### src/rtl/ddr3_arb_pkg.sv
// Shared definitions for the DDR3 EMIF two-master arbiter: FSM encoding,
// master IDs and default EMIF widths.
package ddr3_arb_pkg;

    typedef enum logic [1:0] {
        ARB    = 2'd0,
        GNT_RD = 2'd1,
        GNT_WR = 2'd2
    } arb_state_t;

    localparam logic M_LOADER = 1'b0;
    localparam logic M_FETCH  = 1'b1;

    localparam int DEF_ADDR_W    = 22;
    localparam int DEF_DATA_W    = 256;
    localparam int DEF_BE_W      = DEF_DATA_W / 8;
    localparam int DEF_BURST_W   = 5;
    localparam int DEF_TRK_DEPTH = 8;

endpackage

### src/rtl/rd_tag_fifo.sv
// Read-tag tracker: FIFO of {master id, burst length} for outstanding read
// bursts, with the head entry visible before it is popped.
module rd_tag_fifo #(
    parameter int DEPTH = 8,
    parameter int LEN_W = 5
) (
    input  logic             ddr3_emif_clk,
    input  logic             ddr3_emif_rst,
    input  logic             push,
    input  logic             push_id,
    input  logic [LEN_W-1:0] push_len,
    input  logic             pop,
    output logic             head_id,
    output logic [LEN_W-1:0] head_len,
    output logic             full,
    output logic             empty
);

    localparam int             PTR_W    = $clog2(DEPTH);
    localparam logic [PTR_W:0] FULL_CNT = (PTR_W + 1)'(DEPTH);

    logic [PTR_W-1:0] wr_ptr, rd_ptr;
    logic [PTR_W:0]   count;
    logic             id_mem  [DEPTH];
    logic [LEN_W-1:0] len_mem [DEPTH];
    logic             do_push, do_pop;

    assign full     = (count == FULL_CNT);
    assign empty    = (count == '0);
    assign do_push  = push && !full;
    assign do_pop   = pop && !empty;
    assign head_id  = id_mem[rd_ptr];
    assign head_len = len_mem[rd_ptr];

    // NOTE: non-blocking assignments so every register samples pre-edge values.
    always_ff @(posedge ddr3_emif_clk) begin
        if (ddr3_emif_rst) begin
            wr_ptr <= '0;
            rd_ptr <= '0;
            count  <= '0;
        end else begin
            if (do_push) wr_ptr <= wr_ptr + 1'b1;
            if (do_pop)  rd_ptr <= rd_ptr + 1'b1;
            case ({do_push, do_pop})
                2'b10:   count <= count + 1'b1;
                2'b01:   count <= count - 1'b1;
                default: ;
            endcase
        end
    end

    // NOTE: storage is not reset; entries are only read once count says they are valid.
    always_ff @(posedge ddr3_emif_clk) begin
        if (do_push) begin
            id_mem[wr_ptr]  <= push_id;
            len_mem[wr_ptr] <= push_len;
        end
    end

endmodule

### src/rtl/ddr3_emif_arbiter.sv
// Round-robin arbiter sharing one DDR3 EMIF Avalon-MM port between the pattern
// loader and the fetch engine; write bursts hold the grant, read beats are routed by tag.
module ddr3_emif_arbiter
    import ddr3_arb_pkg::*;
#(
    parameter int ADDR_W    = DEF_ADDR_W,
    parameter int DATA_W    = DEF_DATA_W,
    parameter int BE_W      = DEF_BE_W,
    parameter int BURST_W   = DEF_BURST_W,
    parameter int TRK_DEPTH = DEF_TRK_DEPTH
) (
    input  logic               ddr3_emif_clk,
    input  logic               ddr3_emif_rst,

    input  logic               m0_read,
    input  logic               m0_write,
    input  logic [ADDR_W-1:0]  m0_addr,
    input  logic [BURST_W-1:0] m0_burst_count,
    input  logic [DATA_W-1:0]  m0_write_data,
    input  logic [BE_W-1:0]    m0_byte_enable,
    output logic               m0_waitrequest,
    output logic [DATA_W-1:0]  m0_read_data,
    output logic               m0_rddata_valid,

    input  logic               m1_read,
    input  logic               m1_write,
    input  logic [ADDR_W-1:0]  m1_addr,
    input  logic [BURST_W-1:0] m1_burst_count,
    input  logic [DATA_W-1:0]  m1_write_data,
    input  logic [BE_W-1:0]    m1_byte_enable,
    output logic               m1_waitrequest,
    output logic [DATA_W-1:0]  m1_read_data,
    output logic               m1_rddata_valid,

    input  logic               ddr3_emif_ready,
    output logic               ddr3_emif_read,
    output logic               ddr3_emif_write,
    output logic [ADDR_W-1:0]  ddr3_emif_addr,
    output logic [BURST_W-1:0] ddr3_emif_burst_count,
    output logic [DATA_W-1:0]  ddr3_emif_write_data,
    output logic [BE_W-1:0]    ddr3_emif_byte_enable,
    input  logic [DATA_W-1:0]  ddr3_emif_read_data,
    input  logic               ddr3_emif_rddata_valid,

    output logic               rsp_err
);

    arb_state_t         state, state_nx;
    logic               grant, grant_nx;
    logic               last_grant, last_grant_nx;
    logic [BURST_W-1:0] burst_len, burst_len_nx;
    logic [BURST_W-1:0] beats_left, beats_left_nx;
    logic [BURST_W-1:0] resp_cnt;

    logic [1:0]         req_rd, req_wr, elig, wait_vec;
    logic [ADDR_W-1:0]  req_addr [2];
    logic [BURST_W-1:0] req_bc   [2];
    logic [DATA_W-1:0]  req_wd   [2];
    logic [BE_W-1:0]    req_be   [2];
    logic               sel;
    logic [BURST_W-1:0] sel_len;

    logic               trk_push, trk_pop, trk_full, trk_empty, head_id, rsp_valid;
    logic [BURST_W-1:0] head_len;

    assign req_rd      = {m1_read, m0_read};
    assign req_wr      = {m1_write, m0_write};
    assign req_addr[0] = m0_addr;
    assign req_addr[1] = m1_addr;
    assign req_bc[0]   = m0_burst_count;
    assign req_bc[1]   = m1_burst_count;
    assign req_wd[0]   = m0_write_data;
    assign req_wd[1]   = m1_write_data;
    assign req_be[0]   = m0_byte_enable;
    assign req_be[1]   = m1_byte_enable;

    // Reads wait while the tracker is full; writes never need a tag.
    assign elig    = req_wr | (req_rd & {2{~trk_full}});
    assign sel     = (elig == 2'b11) ? ~last_grant : elig[1];
    assign sel_len = (req_bc[sel] == '0) ? BURST_W'(1) : req_bc[sel];

    // NOTE: every always_comb output gets a default first so no latch is inferred.
    always_comb begin
        state_nx              = state;
        grant_nx              = grant;
        last_grant_nx         = last_grant;
        burst_len_nx          = burst_len;
        beats_left_nx         = beats_left;
        trk_push              = 1'b0;
        wait_vec              = 2'b11;
        ddr3_emif_read        = 1'b0;
        ddr3_emif_write       = 1'b0;
        ddr3_emif_addr        = '0;
        ddr3_emif_burst_count = '0;
        ddr3_emif_write_data  = '0;
        ddr3_emif_byte_enable = '0;

        case (state)
            ARB: begin
                if (elig != 2'b00) begin
                    grant_nx      = sel;
                    last_grant_nx = sel;
                    burst_len_nx  = sel_len;
                    beats_left_nx = sel_len;
                    state_nx      = req_wr[sel] ? GNT_WR : GNT_RD;
                end
            end
            GNT_RD: begin
                ddr3_emif_read        = 1'b1;
                ddr3_emif_addr        = req_addr[grant];
                ddr3_emif_burst_count = burst_len;
                wait_vec[grant]       = ~ddr3_emif_ready;
                if (ddr3_emif_ready) begin
                    trk_push = 1'b1;
                    state_nx = ARB;
                end
            end
            GNT_WR: begin
                ddr3_emif_write       = req_wr[grant];
                ddr3_emif_addr        = req_addr[grant];
                ddr3_emif_burst_count = burst_len;
                ddr3_emif_write_data  = req_wd[grant];
                ddr3_emif_byte_enable = req_be[grant];
                wait_vec[grant]       = ~ddr3_emif_ready;
                // An idle beat (write low) keeps the lock without consuming a beat.
                if (req_wr[grant] && ddr3_emif_ready) begin
                    beats_left_nx = beats_left - 1'b1;
                    if (beats_left == BURST_W'(1)) state_nx = ARB;
                end
            end
            default: state_nx = ARB;
        endcase
    end

    assign m0_waitrequest = wait_vec[0];
    assign m1_waitrequest = wait_vec[1];

    assign rsp_valid       = ddr3_emif_rddata_valid && !trk_empty;
    assign trk_pop         = rsp_valid && (resp_cnt == head_len - 1'b1);
    assign m0_rddata_valid = rsp_valid && (head_id == M_LOADER);
    assign m1_rddata_valid = rsp_valid && (head_id == M_FETCH);
    assign m0_read_data    = ddr3_emif_read_data;
    assign m1_read_data    = ddr3_emif_read_data;

    always_ff @(posedge ddr3_emif_clk) begin
        if (ddr3_emif_rst) begin
            state      <= ARB;
            grant      <= M_LOADER;
            last_grant <= M_FETCH;
            burst_len  <= BURST_W'(1);
            beats_left <= '0;
            resp_cnt   <= '0;
            rsp_err    <= 1'b0;
        end else begin
            state      <= state_nx;
            grant      <= grant_nx;
            last_grant <= last_grant_nx;
            burst_len  <= burst_len_nx;
            beats_left <= beats_left_nx;
            if (trk_pop)        resp_cnt <= '0;
            else if (rsp_valid) resp_cnt <= resp_cnt + 1'b1;
            if (ddr3_emif_rddata_valid && trk_empty) rsp_err <= 1'b1;
        end
    end

    rd_tag_fifo #(
        .DEPTH (TRK_DEPTH),
        .LEN_W (BURST_W)
    ) u_rd_tag_fifo (
        .ddr3_emif_clk (ddr3_emif_clk),
        .ddr3_emif_rst (ddr3_emif_rst),
        .push          (trk_push),
        .push_id       (grant),
        .push_len      (burst_len),
        .pop           (trk_pop),
        .head_id       (head_id),
        .head_len      (head_len),
        .full          (trk_full),
        .empty         (trk_empty)
    );

endmodule

### config.mk
export PLATFORM = sky130hd
export DESIGN_NAME = ddr3_emif_arbiter
export DESIGN_NICKNAME = d
export VERILOG_FILES = /design/src/rtl/ddr3_arb_pkg.sv /design/src/rtl/rd_tag_fifo.sv /design/src/rtl/ddr3_emif_arbiter.sv
export SDC_FILE = /design/constraint.sdc
export NUM_CORES = 1
export LEC_CHECK = 0
export ABC_AREA = 1
export CAP_MARGIN = 0
export CORE_AREA = 2 2 677 679
export CTS_BUF_LIST = sky130_fd_sc_hd__clkbuf_16
export DETAILED_ROUTE_END_ITERATION = 10
export DIE_AREA = 0 0 679 681
export GPL_ROUTABILITY_DRIVEN = 0
export GPL_TIMING_DRIVEN = 0
export SLEW_MARGIN = 40
export SYNTH_ARGS = -nofsm -noshare
export SYNTH_HDL_FRONTEND = slang
export SYNTH_HIERARCHICAL = 1
export SYNTH_SLANG_ARGS = --single-unit
### constraint.sdc
create_clock -name ddr3_emif_clk -period 3.9 [get_ports ddr3_emif_clk]
set_input_delay 0.39 -clock ddr3_emif_clk [delete_from_list [all_inputs] [get_ports ddr3_emif_clk]]
set_output_delay 0.39 -clock ddr3_emif_clk [all_outputs]
set_load 0.02 [all_outputs]
Word level (Yosys, flattened, before mapping):

Memories as Yosys holds them, arrays and structs flattened. A register that Yosys moved wholly into a read port is not among the register bits.
Index checks and enable logic that the tools add are counted.

* bits in registers: 30
* memories: 2
* output and inout bits: 834
* bits in writable memories: 48
* ROM bits: 0
* logic and storage cells: 113
* bits of input ports: 894
* bits in latches: 0

Memory list
* u_rd_tag_fifo.len_mem: words 8, width 5, read ports 1, clocked after memory_dff 1, write ports 1, line rd_tag_fifo.sv:25 `logic [LEN_W-1:0] len_mem [DEPTH];`
* u_rd_tag_fifo.id_mem: words 8, width 1, read ports 1, clocked after memory_dff 1, write ports 1, line rd_tag_fifo.sv:24 `logic id_mem [DEPTH];`

* bitwise gates (word level): 10
* eq/ne operators: 12
* mux-type cells: 45
* divide/modulo/power cells: 0
* shifts and indexed selects: 0
* magnitude comparators: 5
* multiply operators: 0
* reduce and logical (&&, ||, !) cells: 22
* add/sub/neg operators: 7

Operator list (count)
* $mux W256: 4
* $mux W32: 4
* $mux W22: 4
* $mux W5: 7
* $mux W1: 12
* $mux W2: 6
* $mux W3: 4
* $pmux W5 S2: 1
* $sub A5 B1 Y5 const B: 2
* $logic_and A1 B1 Y1: 9
* $ne A2 B2 Y1 const B: 4
* $pmux W4 S2: 1
* $add A3 B1 Y3 const B: 2
* $eq A2 B2 Y1 const B: 3
* $pmux W2 S3: 1
* $reduce_bool A2 Y1: 3
* $add A5 B1 Y5 const B: 1
* $eq A5 B1 Y1 const B: 1
* $eq A5 B5 Y1: 1
* $logic_not A5 Y1: 1
* $add A4 B1 Y4 const B: 1
* $eq A2 B1 Y1 const B: 2
* $eq A4 B4 Y1 const B: 1
* $ge A2 B2 Y1 const B: 2
* other kinds (16): 24

Longest topological paths before layout:

Gate-level depths: netlist of the first run.

* depth after elaboration: 14
* mapped depth: 25

Cells and area by module:

Netlist of the first run, hierarchy kept.

Modules (own cells, without submodules)
* ddr3_emif_arbiter: area an instance 9391.5 um^2, instances 1, seq. area each 400.4 um^2, cells an instance 1699
* rd_tag_fifo: area an instance 2598.7 um^2, instances 1, seq. area each 1701.6 um^2, cells an instance 231

Worst setup path after synthesis of the first run:

No wires, ideal clock.

* path type: register -> register
* start point: reg with a tool-made name
* end point: reg u_rd_tag_fifo.count[2]
* stages on the path, launching flop included: 25
* data required time: 3.787 ns
* slack: 0.936 ns
* arrival time: 2.851 ns
* cell sequence: dfxtp_1 > buf_6 > inv_4 > buf_6 > nor2_1 > o22ai_1 > nand2_1 > nand2_1 > inv_1 > ha_1 > xnor2_1 > xor2_1 > nand2_1 > nor3_2 > nand2_2 > inv_2 > ha_1 > nand2_1 > inv_2 > nor2_4 > ha_1 > a21oi_1 > xnor2_1 > o21ai_1 > inv_1

RTL lines
* to (signal assigned): line rd_tag_fifo.sv:45 `2'b10: count <= count + 1'b1;`
* to (signal assigned): line rd_tag_fifo.sv:46 `2'b01: count <= count - 1'b1;`
* to (decl): line rd_tag_fifo.sv:23 `logic [PTR_W:0] count;`

Worst setup path in the final report of the first run:

* start point: reg state[0]
* end point: out ddr3_emif_write_data[221]

* word-level cells in the longest chain between the ends: 2

RTL lines
* from (decl): line ddr3_emif_arbiter.sv:48 `arb_state_t state, state_nx;`
* from (signal assigned): line ddr3_emif_arbiter.sv:155 `state <= state_nx;`
* $eq A2 B2 Y1: line ddr3_emif_arbiter.sv:98 `case (state)`
* $mux W256: line ddr3_emif_arbiter.sv:98
* to (decl): line ddr3_emif_arbiter.sv:40 `output logic [DATA_W-1:0] ddr3_emif_write_data,`

No other way between the ends.

==> results of run 1 <==
## metrics by stage
| stage | utilization | cells | area (um2) | hold WS [ns] | setup TNS [ns] |
|---|---|---|---|---|---|
| after detailed placement | 0.07481 | 9407 | 34030 | 0.4611 | -7.207 |
| after floorplan | - | 1930 | 11990 | 0.4292 | 0 |
| final | 0.07622 | 9559 | 34670 | 0.4753 | 0 |
| after global routing | 0.07571 | 9467 | 34440 | 0.4786 | -0.006438 |
| after CTS | 0.07576 | 9422 | 34460 | 0.4701 | 0 |
| after global placement | 0.07523 | 9401 | 34220 | 0.4427 | -212.68 |
## cell families (layout without fill, tap and decap cells)
group | count (synthesis) | in the layout
buf+inv | 675 | 2167
fa+ha+maj | 12 | 12
simple gates | 754 | 754
xor+xnor | 16 | 16
mux | 6 | 6
flops | 81 | 81
compound gates | 386 | 386
other cells | 0 | 137
## synth_stat cells, drive strengths merged (6+ instances only)
master / instances
dfxtp: 33
o21ai: 330
buf: 554
a21oi: 23
nor2: 642
nand3: 16
nand2: 85
clkbuf: 68
ha: 12
edfxtp: 48
mux2i: 6
a22o: 22
o22ai: 6
inv: 53
xnor2: 6
xor2: 10
## cell usage in the layout (no fill, tap or decap), types with 21 or more instances in the layout
cell type        instances
buf_2                  136
dlygate4sd2_1           21
clkbuf_2                23
o21ai_2                 24
o21ai_1                 74
clkbuf_1                40
clkdlybuf4s50_1       1317
inv_1                   48
diode_2                137
dfxtp_1                 33
nand2_1                 81
o21ai_0                232
nor2_1                 612
nor2_2                  21
buf_4                  522
a22o_1                  22
a21oi_1                 21
edfxtp_1                48
## worst register-to-register path: stages, from the launching register on
cell     delay (ns)
dfxtp_1        0.48
buf_4          0.24
o21ai_1        0.08
o22ai_1        0.15
nand2_1        0.08
nand2_1        0.12
inv_1          0.09
ha_1           0.23
xnor2_1        0.20
xor2_1         0.16
nand2_1        0.08
nor3_2         0.17
nand2_2        0.09
inv_2          0.12
ha_1           0.25
nand2_1        0.09
inv_2          0.09
nor2_4         0.04
ha_1           0.17
a21oi_1        0.15
xnor2_1        0.09
o21ai_1        0.11
inv_1          0.05
## registers in the layout, indices dropped and copies added, names as in the netlist, named ones only
signal / cells
beats_left: 5
burst_len: 5
grant: 1
last_grant: 1
resp_cnt: 5
rsp_err: 1
state: 2
u_rd_tag_fifo/count: 4
u_rd_tag_fifo/id_mem: 8
u_rd_tag_fifo/len_mem: 40
u_rd_tag_fifo/rd_ptr: 3
u_rd_tag_fifo/wr_ptr: 3
## final cells by class
| type | count | area (um2) |
|---|---|---|
| Fill cell | 53470 | 420200 |
| Timing Repair Buffer | 1477 | 14260 |
| Tap cell | 6000 | 7507 |
| Multi-Input combinational cell | 1174 | 5514 |
| Buffer | 621 | 4438 |
| Sequential cell | 81 | 2102 |
| Antenna cell | 137 | 342.8 |
| Clock buffer | 10 | 250.2 |
| Inverter | 53 | 214.0 |
| Clock inverter | 6 | 38.79 |
## how the worst max path moves through the flow
stage,from,end
after floorplan,flop,u_rd_tag_fifo/count[2]
final,state[0],ddr3_emif_write_data[221]
after global routing,state[0],ddr3_emif_write_data[91]
after global placement,grant,ddr3_emif_write_data[165]
after CTS,state[0],ddr3_emif_write_data[58]
after detailed placement,grant,ddr3_emif_write_data[165]
## power groups by stage
stage	Sequential [mW]	Clock, mW	Combinational (mW)
after floorplan	1.18	0	4.25
after global placement	1.24	0	12.8
after detailed placement	1.25	0	12.8
after CTS	1.23	0.838	12.9
after global routing	1.24	0.868	13.2
final	1.23	0.825	12.6
## routing by layer
metal / global-route usage / wire length, um / vias up
met2: 0.2608 / 176100 / 2203
met4: 0.03072 / 10430 / 288
met3: 0.1923 / 99200 / 663
met5: 0.01624 / 2913 / -
met1: 0.1647 / 137200 / 10160
li1: - / - / 8832
==> flow_metrics.py, run 1 <==
metrics = {
    "status": {
        "status": "complete, no violations",
    },
    "clocking": {
        "numCtsBuffers": 9,
        "cts.sinks": 81,
        "cts_tree": "done",
        "cts.clk_slew.worst_paths_ns": 0.07,
        "insertion_delay_ns": 0.34,
        "postCtsHoldBufs": 0,
        "cts-root-buf": "clkbuf_16",
        "clock_path_buffers": 2,
        "cts_resized": 102,
        "post-cts-setup-buffers": 0,
        "htree_levels": 3,
    },
    "critical_path": {
        "setup.worst_path.start_class": "flop",
        "crit_path_max_fanout": 10,
        "cp_slowest_cell": "clkdlybuf4s50_1",
        "r2r_slack_ns": 0.46,
        "arrival_ns": 3.45,
        "cpLargestDelayFamily": "buffers and inverters",
        "endpoint_kind": "output port",
        "path_cells": "inv_1, ha_1, buf_2, buf_4, clkbuf_1, o21ai_0, nor2_1, clkdlybuf4s50_1",
        "reg2reg_depth": 22,
        "critPathBufInv": 5,
        "crit_type": "flop to output port",
        "r2r_end": "u_rd_tag_fifo/count[2]",
        "cpPeakStageDelay_ns": 0.94,
        "cp_num_cells": 8,
        "cp.required_ns": 3.51,
    },
    "hold_path": {
        "hp-start": "beats_left[4]",
        "holdPathEnd": "beats_left[4]",
        "whs_path_depth": 2,
        "hold_path_class": "flop to flop",
    },
    "pwr": {
        "irDropWorstVdd_uv": 268.1,
        "power.leakage_nw": 12.55,
        "pwr-share-clk": 0.056,
        "p_int_mw": 5.202,
        "total_power_mw": 14.65,
        "power_frac_seq": 0.084,
        "power.net_switching_mw": 9.443,
        "p_comb_frac": 0.860,
        "swShare": 0.6448,
        "cellPowerDensity_nw_per_um2": 422.4,
    },
    "floorplanning": {
        "die_height_um": 681,
        "num_rows": 248,
        "die_area_um2": 462400,
        "start_util": 0.02636,
        "fp.dieW_um": 679,
        "io-pin-count": 1728,
        "coreArea_um2": 454900,
    },
    "yosys": {
        "synth_top_area_cell": "buf_4",
        "async_flop_share": 0,
        "synth_top_family_by_area": "buffers and inverters",
        "synth-edff-count": 48,
        "synthAdderAreaFrac": 0.01252,
        "ys_types": 38,
        "synth_top_cell_area_share": 0.3224,
        "syn_area_um2": 11990,
        "avgSynthCellArea_um2": 6.213,
        "ys_seq_elements": 81,
        "synth_compound_area_frac": 0.1710,
        "synth-xor-area-share": 0.01169,
        "synth_top_flop_cell": "edfxtp_1",
        "yosys.area_share.simple": 0.2443,
        "yosysWarnings": 6,
        "synth_area_leaders": "buf_4 32%, nor2_1 20%, o21ai_0 13%",
        "yosysSeqAreaShare": 0.1753,
        "synthMuxAreaShare": 0.005009,
        "syn_inst": 1930,
        "synth.net_count": 2836,
    },
    "placed_design": {
        "pre_cts_ws_ns": -0.7064,
        "dp_hpwl_um": 409400,
        "port_buffers": 1471,
    },
    "cells_and_area": {
        "nNetsFinal": 4323,
        "drive_gt1_frac": 0.2312,
        "syn2layout_area_growth_pct": 189.2,
    },
    "sta": {
        "fin_crit_sh": 0.9858,
        "setup_viol": 0,
        "finalCriticalPeriod_ns": 3.844,
        "slew_violations": 0,
        "finalHoldViolCount": 0,
        "worstMarginPinSlew_ns": 1.071,
        "fin_ws_ns": 0.05553,
        "clock_skew_ns": 0.006961,
        "timing.slew.headroom": 0.2787,
        "clock.fmax_mhz": 260.1,
    },
    "global_routing": {
        "grt_use_total": 0.1760,
        "overflow": 0,
        "grt_max_degree": 20,
        "antenna_found_initial": 380,
        "grt_pass1_vias": 19350,
        "grt_pass1_wl_um": 464600,
    },
    "route": {
        "detail_route.wl_per_cell_um": 44.55,
        "viasPerCell": 2.316,
        "first_pass_iters": 5,
        "drc": 0,
        "via_count": 22140,
        "drt-initial-drc-count": 2434,
        "wirelength_um": 425800,
        "drtAntennaViolNets": 0,
    },
    "flow_run": {
        "maxCapViolCount": 0,
    },
}
Note: power is estimated with default switching activity, not from simulation.
==> inputs of run 2 (changes only) <==
SKIP_CTS_REPAIR_TIMING = 1   (was not set)
clock period = 4 ns   (was 3.9 ns; I/O delays follow)
==> run 2 against run 1 <==
  * Worst setup slack better by 0.0077 ns
  * Final area is 0.14% higher
  * First-iteration DRC count stayed put
  * Die area stayed put
  * Power is 2.3% lower
  * Highest routed layer unchanged
==> flow_metrics.py, run 2 (synthesis results as in run 1) <==
metrics = {
    "clocking": {
        "cts.clk_slew.worst_paths_ns": 0.07,
        "cts.sinks": 81,
        "cts_tree": "done",
        "numCtsBuffers": 9,
        "insertion_delay_ns": 0.34,
        "cts-root-buf": "clkbuf_16",
        "htree_levels": 3,
        "clock_path_buffers": 2,
    },
    "floorplanning": {
        "die_area_um2": 462400,
        "start_util": 0.02636,
        "die_height_um": 681,
        "io-pin-count": 1728,
        "num_rows": 248,
        "coreArea_um2": 454900,
        "fp.dieW_um": 679,
    },
    "global_routing": {
        "grt_pass1_wl_um": 464600,
        "grt_pass1_vias": 19400,
        "grt_max_degree": 15,
        "antenna_found_initial": 381,
        "grt_use_total": 0.1760,
        "overflow": 0,
    },
    "sta": {
        "holdWs_ns": 0.4695,
        "setup_viol": 0,
        "finalCriticalPeriod_ns": 3.937,
        "clock_skew_ns": 0.009725,
        "tns_ns": 0,
        "worstMarginPinSlew_ns": 1.091,
        "timing.slew.headroom": 0.2649,
        "clock.fmax_mhz": 254.0,
        "slew_violations": 0,
        "fin_crit_sh": 0.9842,
        "rsz0062_at_grt": "true",
        "finalHoldViolCount": 0,
    },
    "route": {
        "wirelength_um": 425600,
        "drt-initial-drc-count": 2434,
        "viasPerCell": 2.310,
        "via_count": 22100,
        "drc": 0,
        "drtAntennaViolNets": 0,
        "first_pass_iters": 6,
        "detail_route.wl_per_cell_um": 44.49,
    },
    "critical_path": {
        "crit_type": "flop to output port",
        "endpoint_kind": "output port",
        "r2r_end": "u_rd_tag_fifo/count[2]",
        "crit_path_max_fanout": 10,
        "setup.worst_path.start_class": "flop",
        "cp.required_ns": 3.60,
        "reg2reg_depth": 22,
        "arrival_ns": 3.54,
        "r2r_slack_ns": 0.56,
    },
    "cells_and_area": {
        "syn2layout_area_growth_pct": 189.6,
        "layout_common_cells": "1323 x clkdlybuf4s50_1, 611 x nor2_1, 518 x buf_4",
        "largest-register": "u_rd_tag_fifo/len_mem",
        "nNetsFinal": 4324,
        "final_common_cell": "clkdlybuf4s50_1",
        "largest_register_ffs": 40,
        "top_regs": "u_rd_tag_fifo/len_mem: 40 flops, u_rd_tag_fifo/id_mem: 8 flops",
        "drive_gt1_frac": 0.2305,
    },
    "hold_path": {
        "whs_path_depth": 2,
        "hold_path_class": "flop to flop",
        "holdPathEnd": "beats_left[4]",
        "hp-start": "beats_left[4]",
    },
    "flow_run": {
        "maxCapViolCount": 0,
    },
    "pwr": {
        "irDropWorstVdd_uv": 265.3,
        "cellPowerDensity_nw_per_um2": 412.0,
        "power.leakage_nw": 12.79,
        "total_power_mw": 14.30,
    },
    "placed_design": {
        "dp_hpwl_um": 409400,
        "port_buffers": 1471,
    },
    "status": {
        "status": "complete, no violations",
    },
}
[run 2: how the worst max path moves through the flow]
stage / from / to
floorplan: flop / u_rd_tag_fifo/count[2]
global placement: grant / ddr3_emif_write_data[165]
detailed placement: grant / ddr3_emif_write_data[165]
CTS: grant / ddr3_emif_write_data[165]
global route: grant / ddr3_emif_write_data[135]
finish: grant / ddr3_emif_write_data[187]
[run 2: critical path, stage by stage, from the launching register on]
cell             delay (ns)
dfxtp_1                0.50
buf_2                  0.39
buf_6                  0.25
clkbuf_1               0.67
o21ai_0                0.23
nor2_1                 0.40
clkdlybuf4s50_1        0.71
[run 2: layout make-up]
cell class,instances,area (um2)
diodes,144,360.3
plain buffers,622,4423
clock buffers,10,250.2
clock inverters,6,38.79
fillers,53470,420200
inverters,53,209.0
multi-input cells,1174,5493
flip-flops and latches,81,2102
well taps,6000,7507
repair buffers,1477,14340
[run 2: stage by stage]
step | cells | setup slack [ns] | utilization | area [um2]
after CTS | 9423 | -0.9987 | 0.07544 | 34320
after detailed placement | 9407 | -0.6164 | 0.07481 | 34030
after floorplan | 1930 | 1.036 | - | 11990
after global placement | 9401 | -2.441 | 0.07523 | 34220
after global routing | 9481 | -0.03634 | 0.07585 | 34510
final | 9567 | 0.06325 | 0.07633 | 34720
[run 2: per-layer routing]
layer  up-vias  wire [um]  track usage
li1       8849          -            -
met1     10120     136500       0.1647
met2      2172     174900       0.2588
met3       670      98980       0.1906
met4       292      11560      0.03501
met5         -       3723      0.02760
[run 2: report_power, final]
| group | leakage [nW] | internal, mW | switching, mW |
|---|---|---|---|
| registers | 0.707 | 1.05 | 0.152 |
| clock network | 0.148 | 0.459 | 0.343 |
| logic | 11.9 | 3.59 | 8.72 |
